## config.mk

```make
export PLATFORM = sky130hd
export DESIGN_NAME = sdram_port_arbiter
export DESIGN_NICKNAME = d
export VERILOG_FILES = /design/src/rtl/sdram_arb_pkg.sv /design/src/rtl/sdram_port_arbiter.sv
export SDC_FILE = /design/constraint.sdc
export NUM_CORES = 1
export LEC_CHECK = 0
export ABC_AREA = 0
export CAP_MARGIN = 20
export CELL_PAD_IN_SITES_DETAIL_PLACEMENT = 1
export CELL_PAD_IN_SITES_GLOBAL_PLACEMENT = 2
export CORE_MARGIN = 1.5
export CORE_UTILIZATION = 24
export CTS_CLUSTER_SIZE = 14
export DETAILED_ROUTE_END_ITERATION = 8
export MAX_ROUTING_LAYER = met4
export PLACE_DENSITY_LB_ADDON = 0.25
export SLEW_MARGIN = 20
export SYNTH_ARGS = -nofsm -noshare
export SYNTH_HDL_FRONTEND = slang
export SYNTH_SLANG_ARGS = --single-unit
```

## constraint.sdc

```tcl
create_clock -name clk_sys -period 2.98 [get_ports clk_sys]
set_input_delay 0.894 -clock clk_sys [delete_from_list [all_inputs] [get_ports clk_sys]]
set_output_delay 0.894 -clock clk_sys [all_outputs]
set_load 0.01 [all_outputs]
```

## src/rtl/sdram_arb_pkg.sv

```systemverilog
// Shared types and helpers for the SDRAM command-port arbiter.
`timescale 1ns/1ps
package sdram_arb_pkg;

  typedef enum logic [1:0] {
    IDLE,
    ISSUE,
    WAIT_RD,
    DONE
  } arb_state_t;

  typedef enum logic [1:0] {
    PORT_LD,
    PORT_CART,
    PORT_SV
  } arb_port_t;

  // Byte lane enable for a byte access within a 16-bit SDRAM word.
  function automatic logic [1:0] be_from_a0(input logic a0);
    return a0 ? 2'b10 : 2'b01;
  endfunction

endpackage

```

## src/rtl/sdram_port_arbiter.sv

```systemverilog
// Serializes loader writes, cart halfword reads and save byte accesses onto
// the single SDRAM command port: fixed priority with aging for the save port.
`timescale 1ns/1ps
//   state   | meaning
//   IDLE    | arbitrate between requesters
//   ISSUE   | mem_valid high, command held until mem_ready
//   WAIT_RD | read accepted, waiting for mem_rvalid
//   DONE    | one-cycle ack pulse to the served port
module sdram_port_arbiter
  import sdram_arb_pkg::*;
#(
  parameter int                ADDR_W    = 25,
  parameter int                SAVE_AW   = 17,
  parameter logic [ADDR_W-1:0] SAVE_BASE = 25'h1FE0000,
  parameter int                MAX_WAIT  = 4
) (
  input  logic              clk_sys,
  input  logic              reset_n,
  input  logic              dl_active,
  input  logic              ld_req,
  input  logic [ADDR_W-1:0] ld_addr,
  input  logic [7:0]        ld_data,
  output logic              ld_ack,
  input  logic              cart_req,
  input  logic [ADDR_W-1:0] cart_addr,
  output logic [15:0]       cart_rdata,
  output logic              cart_ack,
  input  logic              sv_req,
  input  logic              sv_we,
  input  logic [SAVE_AW-1:0] sv_addr,
  input  logic [7:0]        sv_wdata,
  output logic [7:0]        sv_rdata,
  output logic              sv_ack,
  output logic              mem_valid,
  input  logic              mem_ready,
  output logic              mem_we,
  output logic [ADDR_W-1:0] mem_addr,
  output logic [1:0]        mem_be,
  output logic [15:0]       mem_wdata,
  input  logic              mem_rvalid,
  input  logic [15:0]       mem_rdata,
  output logic              stray_rvalid
);

  localparam int WAIT_W = (MAX_WAIT < 1) ? 1 : $clog2(MAX_WAIT + 1);
  localparam logic [WAIT_W-1:0] WAIT_MAX = WAIT_W'(MAX_WAIT);

  arb_state_t        state_q, state_d;
  arb_port_t         port_q, port_d;
  logic [WAIT_W-1:0] save_wait_q, save_wait_d;
  logic              mem_valid_q, mem_valid_d;
  logic              mem_we_q, mem_we_d;
  logic [ADDR_W-1:0] mem_addr_q, mem_addr_d;
  logic [1:0]        mem_be_q, mem_be_d;
  logic [15:0]       mem_wdata_q, mem_wdata_d;
  logic              ld_ack_q, ld_ack_d;
  logic              cart_ack_q, cart_ack_d;
  logic              sv_ack_q, sv_ack_d;
  logic [15:0]       cart_rdata_q, cart_rdata_d;
  logic [7:0]        sv_rdata_q, sv_rdata_d;
  logic              stray_q, stray_d;

  logic              grant_valid;
  arb_port_t         grant_port;
  logic              finish;
  logic [ADDR_W-1:0] sv_mem_addr;
  logic              unused_cart_a0;

  assign sv_mem_addr    = SAVE_BASE + ADDR_W'(sv_addr);
  assign unused_cart_a0 = cart_addr[0];

  // Save port jumps ahead of the cart once it has watched MAX_WAIT cart grants.
  always_comb begin
    grant_valid = 1'b0;
    grant_port  = PORT_LD;
    if (dl_active) begin
      if (ld_req) begin
        grant_valid = 1'b1;
        grant_port  = PORT_LD;
      end
    end else if (sv_req && (save_wait_q == WAIT_MAX)) begin
      grant_valid = 1'b1;
      grant_port  = PORT_SV;
    end else if (cart_req) begin
      grant_valid = 1'b1;
      grant_port  = PORT_CART;
    end else if (sv_req) begin
      grant_valid = 1'b1;
      grant_port  = PORT_SV;
    end
  end

  always_comb begin
    state_d      = state_q;
    port_d       = port_q;
    save_wait_d  = save_wait_q;
    mem_valid_d  = mem_valid_q;
    mem_we_d     = mem_we_q;
    mem_addr_d   = mem_addr_q;
    mem_be_d     = mem_be_q;
    mem_wdata_d  = mem_wdata_q;
    cart_rdata_d = cart_rdata_q;
    sv_rdata_d   = sv_rdata_q;
    stray_d      = stray_q | (mem_rvalid && (state_q != WAIT_RD));
    finish       = 1'b0;

    case (state_q)
      IDLE: begin
        if (grant_valid) begin
          state_d     = ISSUE;
          port_d      = grant_port;
          mem_valid_d = 1'b1;
          case (grant_port)
            PORT_LD: begin
              mem_we_d    = 1'b1;
              mem_addr_d  = ld_addr;
              mem_be_d    = be_from_a0(ld_addr[0]);
              mem_wdata_d = {ld_data, ld_data};
            end
            PORT_CART: begin
              mem_we_d    = 1'b0;
              mem_addr_d  = {cart_addr[ADDR_W-1:1], 1'b0};
              mem_be_d    = 2'b11;
              mem_wdata_d = 16'h0000;
              if (sv_req && (save_wait_q != WAIT_MAX)) begin
                save_wait_d = save_wait_q + 1'b1;
              end
            end
            default: begin
              mem_we_d    = sv_we;
              mem_addr_d  = sv_mem_addr;
              mem_be_d    = be_from_a0(sv_addr[0]);
              mem_wdata_d = {sv_wdata, sv_wdata};
              save_wait_d = '0;
            end
          endcase
        end
      end
      ISSUE: begin
        if (mem_ready) begin
          mem_valid_d = 1'b0;
          if (mem_we_q) begin
            state_d = DONE;
            finish  = 1'b1;
          end else begin
            state_d = WAIT_RD;
          end
        end
      end
      WAIT_RD: begin
        if (mem_rvalid) begin
          state_d = DONE;
          finish  = 1'b1;
          if (port_q == PORT_CART) begin
            cart_rdata_d = mem_rdata;
          end else if (port_q == PORT_SV) begin
            sv_rdata_d = mem_be_q[1] ? mem_rdata[15:8] : mem_rdata[7:0];
          end
        end
      end
      DONE: begin
        state_d = IDLE;
      end
      default: begin
        state_d = IDLE;
      end
    endcase

    ld_ack_d   = finish && (port_q == PORT_LD);
    cart_ack_d = finish && (port_q == PORT_CART);
    sv_ack_d   = finish && (port_q == PORT_SV);
  end

  always_ff @(posedge clk_sys or negedge reset_n) begin
    if (!reset_n) begin
      state_q      <= IDLE;
      port_q       <= PORT_LD;
      save_wait_q  <= '0;
      mem_valid_q  <= 1'b0;
      mem_we_q     <= 1'b0;
      mem_addr_q   <= '0;
      mem_be_q     <= 2'b00;
      mem_wdata_q  <= 16'h0000;
      ld_ack_q     <= 1'b0;
      cart_ack_q   <= 1'b0;
      sv_ack_q     <= 1'b0;
      cart_rdata_q <= 16'h0000;
      sv_rdata_q   <= 8'h00;
      stray_q      <= 1'b0;
    end else begin
      state_q      <= state_d;
      port_q       <= port_d;
      save_wait_q  <= save_wait_d;
      mem_valid_q  <= mem_valid_d;
      mem_we_q     <= mem_we_d;
      mem_addr_q   <= mem_addr_d;
      mem_be_q     <= mem_be_d;
      mem_wdata_q  <= mem_wdata_d;
      ld_ack_q     <= ld_ack_d;
      cart_ack_q   <= cart_ack_d;
      sv_ack_q     <= sv_ack_d;
      cart_rdata_q <= cart_rdata_d;
      sv_rdata_q   <= sv_rdata_d;
      stray_q      <= stray_d;
    end
  end

  assign ld_ack       = ld_ack_q;
  assign cart_ack     = cart_ack_q;
  assign sv_ack       = sv_ack_q;
  assign cart_rdata   = cart_rdata_q;
  assign sv_rdata     = sv_rdata_q;
  assign mem_valid    = mem_valid_q;
  assign mem_we       = mem_we_q;
  assign mem_addr     = mem_addr_q;
  assign mem_be       = mem_be_q;
  assign mem_wdata    = mem_wdata_q;
  assign stray_rvalid = stray_q;

endmodule

```

==> results.ini <==
[status]
status=complete, no violations

[drt]
num_vias=3059
viasPerCell=4.56
first_pass_iters=4
initialDrtViolationCount=97
remaining_drc_errors=0
wl_per_cell_um=15.9
wl_um=10600
ant_nets=0

[floorplanning]
ios=181
die_w_um=120
die_area_sq_um=14500
row_count=42
coreArea_sq_um=13300
initial_utilization_pct=24.8
dieHeight_um=120

[synthesis]
synth-seq-cells=72
ys_seq_area_share_pct=54.4
synth.area.top_cells=dfrtp_1 (54%), o21ai_0 (7.9%), mux2_2 (5.8%)
syn_inst=318
synth_top_area_share_pct=54.4
synth_cell_type_count=39
yosysTopAreaCell=dfrtp_1
ys_warn_count=0
avgSynthCellArea_sq_um=10.4
syn_nets=432
netlist_area_sq_um=3310

[cts]
clk_latency_ps=340
clock_path_buffers=2
cts_root_buf=clkbuf_16
cts-htree-levels=3
cts_made_buffers=9
cts_tree=done
path_clk_slew_ps=60
cts_sinks=72
hold_buffers=0
cts_resized=0
cts_setup_buffers=0

[sta]
hold_violations=0
worst_slew_pin_slew_ps=948
relSlewSlack_pct=36.8
min_period_over_period_pct=74.5
finalMaxSlewViolations=0
clock.fmax_mhz=450
setup_violations=0
rsz0062_at_grt=false
finalClockSkew_ps=5.48
min_period_ps=2220
fin_setup_tns_ps=0

[global_route]
first_global_vias=3338
overflow=0
grtUsageTotal_pct=15.8
antenna_found_initial=0
grt_pass1_wl_um=17100
grt_max_degree=73

[place]
placedInstanceArea_sq_um=5250
io_buffers=179
hpwl_um=7740
place_congestion=0.709

[setup_path]
crit_path_end_kind=flop
critPathLaunchType=primary input
cp.arrival_ps=2450
critical-path-max-stage-delay_ps=590
reg2reg_to=mem_be[0]
r2r_start=state_q[0]
worst_ep_required_time_ps=3210
worstPathMaxFanout=16
critPathKind=primary input to flop
reg2reg_depth=4
cp_slowest_cell=clkdlybuf4s50_1
crit_chain=clkdlybuf4s50_1 > nand4b_2 > mux2_2
worst-r2r-setup-slack_ps=1140

[layout]
drive_gt1_share_pct=10.3
final_area_sq_um=5550
layout_common_cells=clkdlybuf4s50_1 (178), dfrtp_1 (72), o21ai_0 (52)
area_growth_pct=67.6
layout_commonest_cell=clkdlybuf4s50_1
antenna_cells=0
nets=604

[run]
max-cap-violations=0

[hold_path]
min_to=stray_rvalid
min_path_cells=1
holdCritPathClass=flop to flop
hold_start=stray_rvalid

[power_and_ir_drop]
ir_drop_mv=0.257
static-leakage-power_nw=2.31
power_density_nw_per_um2=908

[how the worst max path moves through the flow]
stage,slack (ps),end,cells past startpoint,from
final,760,cart_rdata[8],3,mem_rvalid
after global routing,650,cart_rdata[5],3,mem_rvalid
after CTS,740,cart_rdata[8],3,mem_rvalid
after floorplan,1050,state_q[1],4,sv_req
after detailed placement,370,cart_rdata[8],3,mem_rvalid
after global placement,400,cart_rdata[8],3,mem_rvalid
[cell families (layout without fill, tap and decap cells)]
| group | count (synthesis) | after routing | share of synthesized area [%] |
|---|---|---|---|
| AND/OR/NAND/NOR | 81 | 81 | 11.4 |
| multiplexers | 26 | 26 | 8.65 |
| adder cells (fa/ha/maj) | 6 | 6 | 2.27 |
| flip-flops | 72 | 72 | 54.4 |
| buffers and inverters | 33 | 210 | 5.10 |
| AO/OA/AOI/OAI | 100 | 100 | 18.2 |
[cell usage after synthesis]
master / count
a211oi_1: 1
a21bo_2: 1
a21o_1: 4
a21oi_1: 2
a21oi_2: 1
a221oi_1: 8
a22oi_2: 1
a31oi_1: 2
a32o_1: 1
and2_1: 1
and3_4: 1
buf_2: 12
buf_4: 8
clkbuf_1: 6
dfrtp_1: 72
ha_1: 6
inv_1: 7
mux2_2: 17
mux2_4: 1
mux2i_1: 8
nand2_1: 39
nand2b_1: 2
nand3_1: 2
nand3_2: 1
nand3b_1: 1
nand4b_1: 1
nand4b_2: 1
nor2_1: 22
nor2b_1: 2
nor3_1: 3
nor3b_1: 2
nor4_1: 1
o21ai_0: 52
o21ai_1: 1
o21bai_1: 1
o22ai_1: 24
o2bb2ai_1: 1
or2_2: 1
or3_4: 1
[layer usage]
layer	wire length (um)	vias to the layer above	track usage [%]
met1	4350	1478	17.7
met3	588	10	4.43
li1	-	1479	-
met5	0	-	-
met4	176	0	5.66
met2	5520	92	27.1
[worst max-delay path: cells and delay by family]
family | cells | cell delay (ps)
buffers and inverters | 1 | 590
multiplexers | 1 | 460
AND/OR/NAND/NOR | 1 | 490
[area by class of cell]
cell class / instances / area [sq um]
fillers: 1526 / 7800
repair buffers: 187 / 1860
flip-flops and latches: 72 / 1800
multi-input cells: 213 / 1340
clock buffers: 10 / 229
well taps: 176 / 220
clock inverters: 6 / 68.8
inverters: 7 / 26.3
[state kept, by name, summed over array words and instances (netlist names)]
register,count
cart_rdata,16
save_wait_q,3
ld_ack,1
sv_rdata,8
stray_rvalid,1
mem_valid,1
state_q,2
cart_ack,1
sv_ack,1
mem_be,2
mem_we,1
port_q,2
mem_addr,25
mem_wdata,8
[power breakdown]
| group | switching [mW] | internal [mW] | total [mW] |
|---|---|---|---|
| sequential | 0.247 | 1.41 | 1.66 |
| combinational | 0.987 | 1.29 | 2.28 |
| clock | 0.449 | 0.653 | 1.10 |
[metrics by stage]
step / hold WS (ps) / util [%] / total power, mW / setup slack [ps] / instances
5_1_grt: 487 / 41.6 / 5.41 / 653 / 671
3_5_place_dp: 449 / 39.4 / 4.01 / 370 / 655
4_1_cts: 463 / 41.6 / 5.14 / 738 / 671
2_1_floorplan: 475 / - / 2.74 / 1050 / 318
3_3_place_gp: 442 / 39.4 / 3.95 / 399 / 655
6_report: 459 / 41.6 / 5.04 / 760 / 671
No activity file was read; power rests on OpenSTA's default activity.
